$ cat config.mk
export PLATFORM = sky130hd
export DESIGN_NAME = seg_display_arbiter_flat
export DESIGN_NICKNAME = d
export VERILOG_FILES = /design/src/rtl/seg_display_arbiter_if.sv /design/src/rtl/seg_display_arbiter.sv /design/src/flat_wrapper.sv
export SDC_FILE = /design/constraint.sdc
export NUM_CORES = 1
export LEC_CHECK = 0
export CAP_MARGIN = 20
export CELL_PAD_IN_SITES_DETAIL_PLACEMENT = 0
export CELL_PAD_IN_SITES_GLOBAL_PLACEMENT = 2
export CORE_MARGIN = 4
export CORE_UTILIZATION = 27
export DETAILED_ROUTE_END_ITERATION = 7
export GPL_TIMING_DRIVEN = 0
export PLACE_DENSITY = 0.84
export SLEW_MARGIN = 20
export SYNTH_ARGS = -nofsm -noshare
export SYNTH_HDL_FRONTEND = slang
export SYNTH_SLANG_ARGS = --single-unit
export TNS_END_PERCENT = 10
$ cat constraint.sdc
create_clock -name clk -period 2.85 [get_ports clk]
set_input_delay 0.285 -clock clk [delete_from_list [all_inputs] [get_ports clk]]
set_output_delay 0.285 -clock clk [all_outputs]
set_load 0.01 [all_outputs]
$ cat src/rtl/seg_display_arbiter_if.sv
// Bundle between the datapath debug taps (master) and the display arbiter (slave).
// Source i occupies data_in[16*i +: 16].
interface seg_display_arbiter_if;
  logic [3:0]  req;
  logic [63:0] data_in;
  logic        pin;
  logic [15:0] count_out;
  logic [3:0]  grant;
  logic [1:0]  owner;
  logic        active;
  logic        switched;

  modport master (
    output req, data_in, pin,
    input  count_out, grant, owner, active, switched
  );

  modport slave (
    input  req, data_in, pin,
    output count_out, grant, owner, active, switched
  );
endinterface

$ cat src/rtl/seg_display_arbiter.sv
// Round-robin owner of the shared 7-seg display driver: each requester holds the
// display for HOLD_CYCLES edges, pin freezes rotation, owner req drop forces a handoff.
module seg_display_arbiter #(
  parameter int HOLD_CYCLES = 100_000_000,
  parameter int CNT_W       = 27
) (
  input  logic                 clk,
  input  logic                 rst,
  seg_display_arbiter_if.slave bus
);
  localparam logic [0:0]       S_IDLE = 1'b0;
  localparam logic [0:0]       S_SHOW = 1'b1;
  localparam logic [CNT_W-1:0] LAST   = CNT_W'(HOLD_CYCLES - 1);

  logic [0:0]       state, nxt_state;
  logic [1:0]       owner, nxt_owner, win, cand;
  logic [CNT_W-1:0] cnt, nxt_cnt;
  logic [3:0]       grant, nxt_grant;
  logic [15:0]      count_out;
  logic             active, switched, hit;

  // Search owner+1 .. owner+4; the owner itself is the last candidate.
  always_comb begin
    win  = owner;
    hit  = 1'b0;
    cand = owner;
    for (int k = 1; k <= 4; k++) begin
      cand = owner + 2'(k);
      if (!hit && bus.req[cand]) begin
        win = cand;
        hit = 1'b1;
      end
    end
  end

  always_comb begin
    nxt_state = state;
    nxt_owner = owner;
    nxt_cnt   = cnt;
    if (state == S_IDLE) begin
      if (hit) begin
        nxt_state = S_SHOW;
        nxt_owner = win;
        nxt_cnt   = '0;
      end
    end else if (!bus.req[owner]) begin
      // owner gone: hit can only mean some other source is requesting
      nxt_cnt = '0;
      if (hit) nxt_owner = win;
      else     nxt_state = S_IDLE;
    end else if (!bus.pin) begin
      if (cnt == LAST) begin
        nxt_owner = win;
        nxt_cnt   = '0;
      end else begin
        nxt_cnt = cnt + CNT_W'(1);
      end
    end
    nxt_grant = (nxt_state == S_SHOW) ? (4'b0001 << nxt_owner) : 4'b0000;
  end

  always_ff @(posedge clk or posedge rst) begin
    if (rst) begin
      state     <= S_IDLE;
      owner     <= 2'd3;
      cnt       <= '0;
      grant     <= '0;
      count_out <= '0;
      active    <= 1'b0;
      switched  <= 1'b0;
    end else begin
      state     <= nxt_state;
      owner     <= nxt_owner;
      cnt       <= nxt_cnt;
      grant     <= nxt_grant;
      active    <= (nxt_state == S_SHOW);
      // re-grant of the same owner leaves grant unchanged, so no pulse
      switched  <= (nxt_grant != 4'b0000) && (nxt_grant != grant);
      count_out <= (nxt_state == S_SHOW) ? bus.data_in[{nxt_owner, 4'b0000} +: 16] : 16'h0000;
    end
  end

  assign bus.count_out = count_out;
  assign bus.grant     = grant;
  assign bus.owner     = owner;
  assign bus.active    = active;
  assign bus.switched  = switched;
endmodule

$ cat src/flat_wrapper.sv
// flat-port wrapper written by rule: the top's interface ports become plain ports
module seg_display_arbiter_flat 
#(
  parameter int HOLD_CYCLES = 100_000_000,
  parameter int CNT_W       = 27
)
  (clk, rst, bus_req, bus_data_in, bus_pin, bus_count_out, bus_grant, bus_owner, bus_active, bus_switched);
  seg_display_arbiter_if bus_i ();
  input  logic clk;
  input  logic rst;
  input wire logic [$bits(bus_i.req)-1:0] bus_req;
  input wire logic [$bits(bus_i.data_in)-1:0] bus_data_in;
  input wire logic [$bits(bus_i.pin)-1:0] bus_pin;
  output wire logic [$bits(bus_i.count_out)-1:0] bus_count_out;
  output wire logic [$bits(bus_i.grant)-1:0] bus_grant;
  output wire logic [$bits(bus_i.owner)-1:0] bus_owner;
  output wire logic [$bits(bus_i.active)-1:0] bus_active;
  output wire logic [$bits(bus_i.switched)-1:0] bus_switched;
  assign bus_i.req = bus_req;
  assign bus_i.data_in = bus_data_in;
  assign bus_i.pin = bus_pin;
  assign bus_count_out = bus_i.count_out;
  assign bus_grant = bus_i.grant;
  assign bus_owner = bus_i.owner;
  assign bus_active = bus_i.active;
  assign bus_switched = bus_i.switched;
  seg_display_arbiter #(.HOLD_CYCLES(HOLD_CYCLES), .CNT_W(CNT_W)) u_core (.clk(clk), .rst(rst), .bus(bus_i));
endmodule
==> results by group <==
Run status
  – Status: finished, final reports clean

Synth
  – Top cells by count, synth: dfrtp_1, o21ai_0, nand2_1
  – FF+latch count, synth: 51
  – Distinct cells, synth: 52
  – Number of enable flip-flop cells after synthesis: 0
  – Ys async rst share: 100%
  – Most common cell in the synthesized netlist: dfrtp_1
  – Mapped Nets: 377
  – Share of the synthesized area in the top cell type: 42.1%
  – Mapped Avg Cell Area: 9.55 µm²
  – Yosys warning count: 0
  – Sequential area share after synthesis: 43.9%
  – Yosys top cell by area: dfrtp_1
  – Post-Syn Instances: 305
  – Ys flop type: dfrtp_1
  – Mapped cell area: 2910 µm²
  – Synth area leaders: dfrtp_1, o21ai_0, mux2_2, mux2i_1, a21oi_1

Finish
  – Layout Nets: 478
  – Fin area: 4170 µm²
  – Ant diodes: 0
  – Share of layout cells above drive strength 1: 13.3%
  – Fill cells: 1,057
  – Area Overhead vs Synth: 43.1%

CTS
  – Post-CTS Hold Fix Bufs: 0
  – Clock tree buffer depth: 2
  – TritonCTS clock tree: yes
  – Reg clk slew, reported paths: 0.10 ns
  – Clock tree sinks: 51
  – TritonCTS Buffers: 5
  – Root buf cell: clkbuf_8
  – H-tree levels: 2
  – Clock latency at the later pin of the worst-skew pair: 0.31 ns

Pwr
  – PwrDens: 791 nW/µm²
  – Leak pwr: 1.68 nW
  – Worst IR Drop VDD: 343 µV

Global route
  – Largest net degree at the start of global routing: 52
  – First-pass GRT wire length: 13,600 µm
  – GRT Total Usage: 13.3%
  – GR Overflow Total: 0
  – Initial antenna violation count: 0
  – Vias in the first global route: 2,760

Critical path
  – Worst setup path category: reg -> reg
  – Arrival time worst endpoint: 2.90 ns
  – Crit path max fanout: 10
  – Slowest CP cell: dfrtp_1
  – Max stage delay on crit path: 0.48 ns
  – Worst-path cell chain: ha_1 -> nand3_1 -> nor2_2 -> a31oi_4 -> o32ai_4 -> clkbuf_2 -> o21ai_0 -> a21oi_1
  – Buf+Inv Stages, Crit Path: 1
  – Crit-path leading delay family: compound AO/OA/AOI/OAI gates
  – CP Capture Type: flip-flop
  – WP data required: 3.09 ns
  – Worst Setup Start Kind: flip-flop

Detailed routing
  – DR vias/cell: 5.03
  – DRC violations left: 0
  – Initial DRC count: 98
  – WL/cell: 15.9 µm
  – Met3 WL post-DR: 806 µm
  – DR WL met2: 4250 µm
  – M1 WL: 3520 µm
  – Total number of vias: 2,730
  – DR pass1 iterations: 5
  – Top Layer Used: met4
  – Final WL: 8630 µm
  – Post-DRT Antenna Nets: 0

Timing
  – Final worst path period share: 93.3%
  – Slew Limit Fails: 0
  – RSZ-0062 raised after global routing: false
  – Final setup fails: 0
  – Final hold violation count: 0
  – Fmax: 376 MHz
  – Final worst setup slack: 0.191 ns
  – Worst Tran Pin Value: 0.650 ns
  – Final hold slack: 0.414 ns
  – Min Tclk post-route: 2.66 ns
  – Slew HR: 56.2%
  – Max Clock Skew: 0.0142 ns

Hold path
  – Tightest Hold Check Type: in -> async

Job
  – # Max-Cap Violations: 0

Floorplanning
  – # rows: 37
  – Starting density of the core: 28.0%
  – Io pins: 95
  – Die Wd: 112 µm
  – Die area: 12,500 µm²
  – Die Y: 112 µm
  – CORE AREA: 10,400 µm²

Placement
  – Pre-CTS setup slack: -0.173 ns
  – Number of port buffers: 94
  – GP Congestion: 0.809
  – Area after DPL: 4030 µm²
  – Dpl hpwl: 6510 µm
worst register-to-register path, cell delays in order, from the launching register on:
cell	delay [ns]
dfrtp_1	0.48
ha_1	0.27
nand3_1	0.18
nor2_2	0.30
a31oi_4	0.17
o32ai_4	0.48
clkbuf_2	0.36
o21ai_0	0.19
a21oi_1	0.15
logic make-up after synthesis:
kind of cell	count (synthesis)	share of synthesized area (%)
fa+ha+maj	1	0.429
buf+inv	21	3.26
xor+xnor	6	1.80
flops	51	43.9
mux	33	12.5
simple gates	102	19.3
compound gates	91	18.8
stage by stage:
stage | instances | setup TNS, ns | utilization (%) | total power, mW
global placement | 535 | -1.53 | 38.6 | 2.77
floorplan | 305 | 0 | - | 2.05
finish | 543 | 0 | 40.0 | 3.30
CTS | 543 | 0 | 39.8 | 3.32
detailed placement | 535 | -1.57 | 38.7 | 2.78
global route | 543 | 0 | 40.0 | 3.53
timing repair:
item	in CTS	in global routing
setup buffers	0	0
pin swaps	0	1
resized for setup	2	8
endpoints found under the setup margin	3	19
gates cloned	0	0
path summary, 6_finish.rpt:
path | start | to | slack [ns] | depth (start not counted)
setup / recovery | u_core.cnt[1] | u_core.bus.count_out[14] | 0.19 | 8
hold / removal | rst | u_core.bus.count_out[1] | 0.41 | 2
setup reg to reg | u_core.cnt[1] | u_core.bus.count_out[14] | 0.19 | 8
hold reg to reg | u_core.cnt[4] | u_core.cnt[4] | 0.52 | 1
max in group asynchronous | rst | u_core.cnt[0] | 1.97 | 2
min in group clk | u_core.cnt[4] | u_core.cnt[4] | 0.52 | 1
cell type report:
cell class	count	area [µm²]	share of cell area, %
clock buffers	6	82.6	1.98
flip-flops and latches	51	1280	30.7
plain buffers	16	81.3	1.95
well taps	136	170	4.08
multi-input cells	233	1560	37.3
clock inverters	2	35.0	0.841
inverters	5	21.3	0.510
repair buffers	94	941	22.6
metal layers:
metal / vias up / track usage, %
met3: 4 / 5.43
li1: 1323 / -
met5: - / 0
met2: 97 / 23.7
met1: 1306 / 15.0
met4: 0 / 2.43
registers in the layout (all words and copies together) (netlist names):
signal,flops
u_core.bus.count_out,16
u_core.bus.grant,4
u_core.bus.owner,2
u_core.bus.switched,1
u_core.cnt,27
u_core.state,1
cells in the final DEF (no fill, tap or decap), types with 4 or more instances in the layout:
cell             Yosys  final
a21oi_1             20     20
and3_1               6      6
and3_4               4      4
clkbuf_1             9      7
clkbuf_8             0      6
clkdlybuf4s50_1      0     94
dfrtp_1             49     48
inv_1                5      4
mux2_2              16     16
mux2i_1             16     16
nand2_1             24     24
nand3_1             10     10
nand4_1              7      7
nor2_1              22     21
o21ai_0             48     48
o31ai_1              4      4
where the power goes:
part / total [mW] / internal, mW / switching, mW
Combinational: 1.74 / 0.871 / 0.869
Sequential: 1.02 / 0.914 / 0.110
Clock: 0.533 / 0.285 / 0.248
Power figures use the tool's default switching activity.
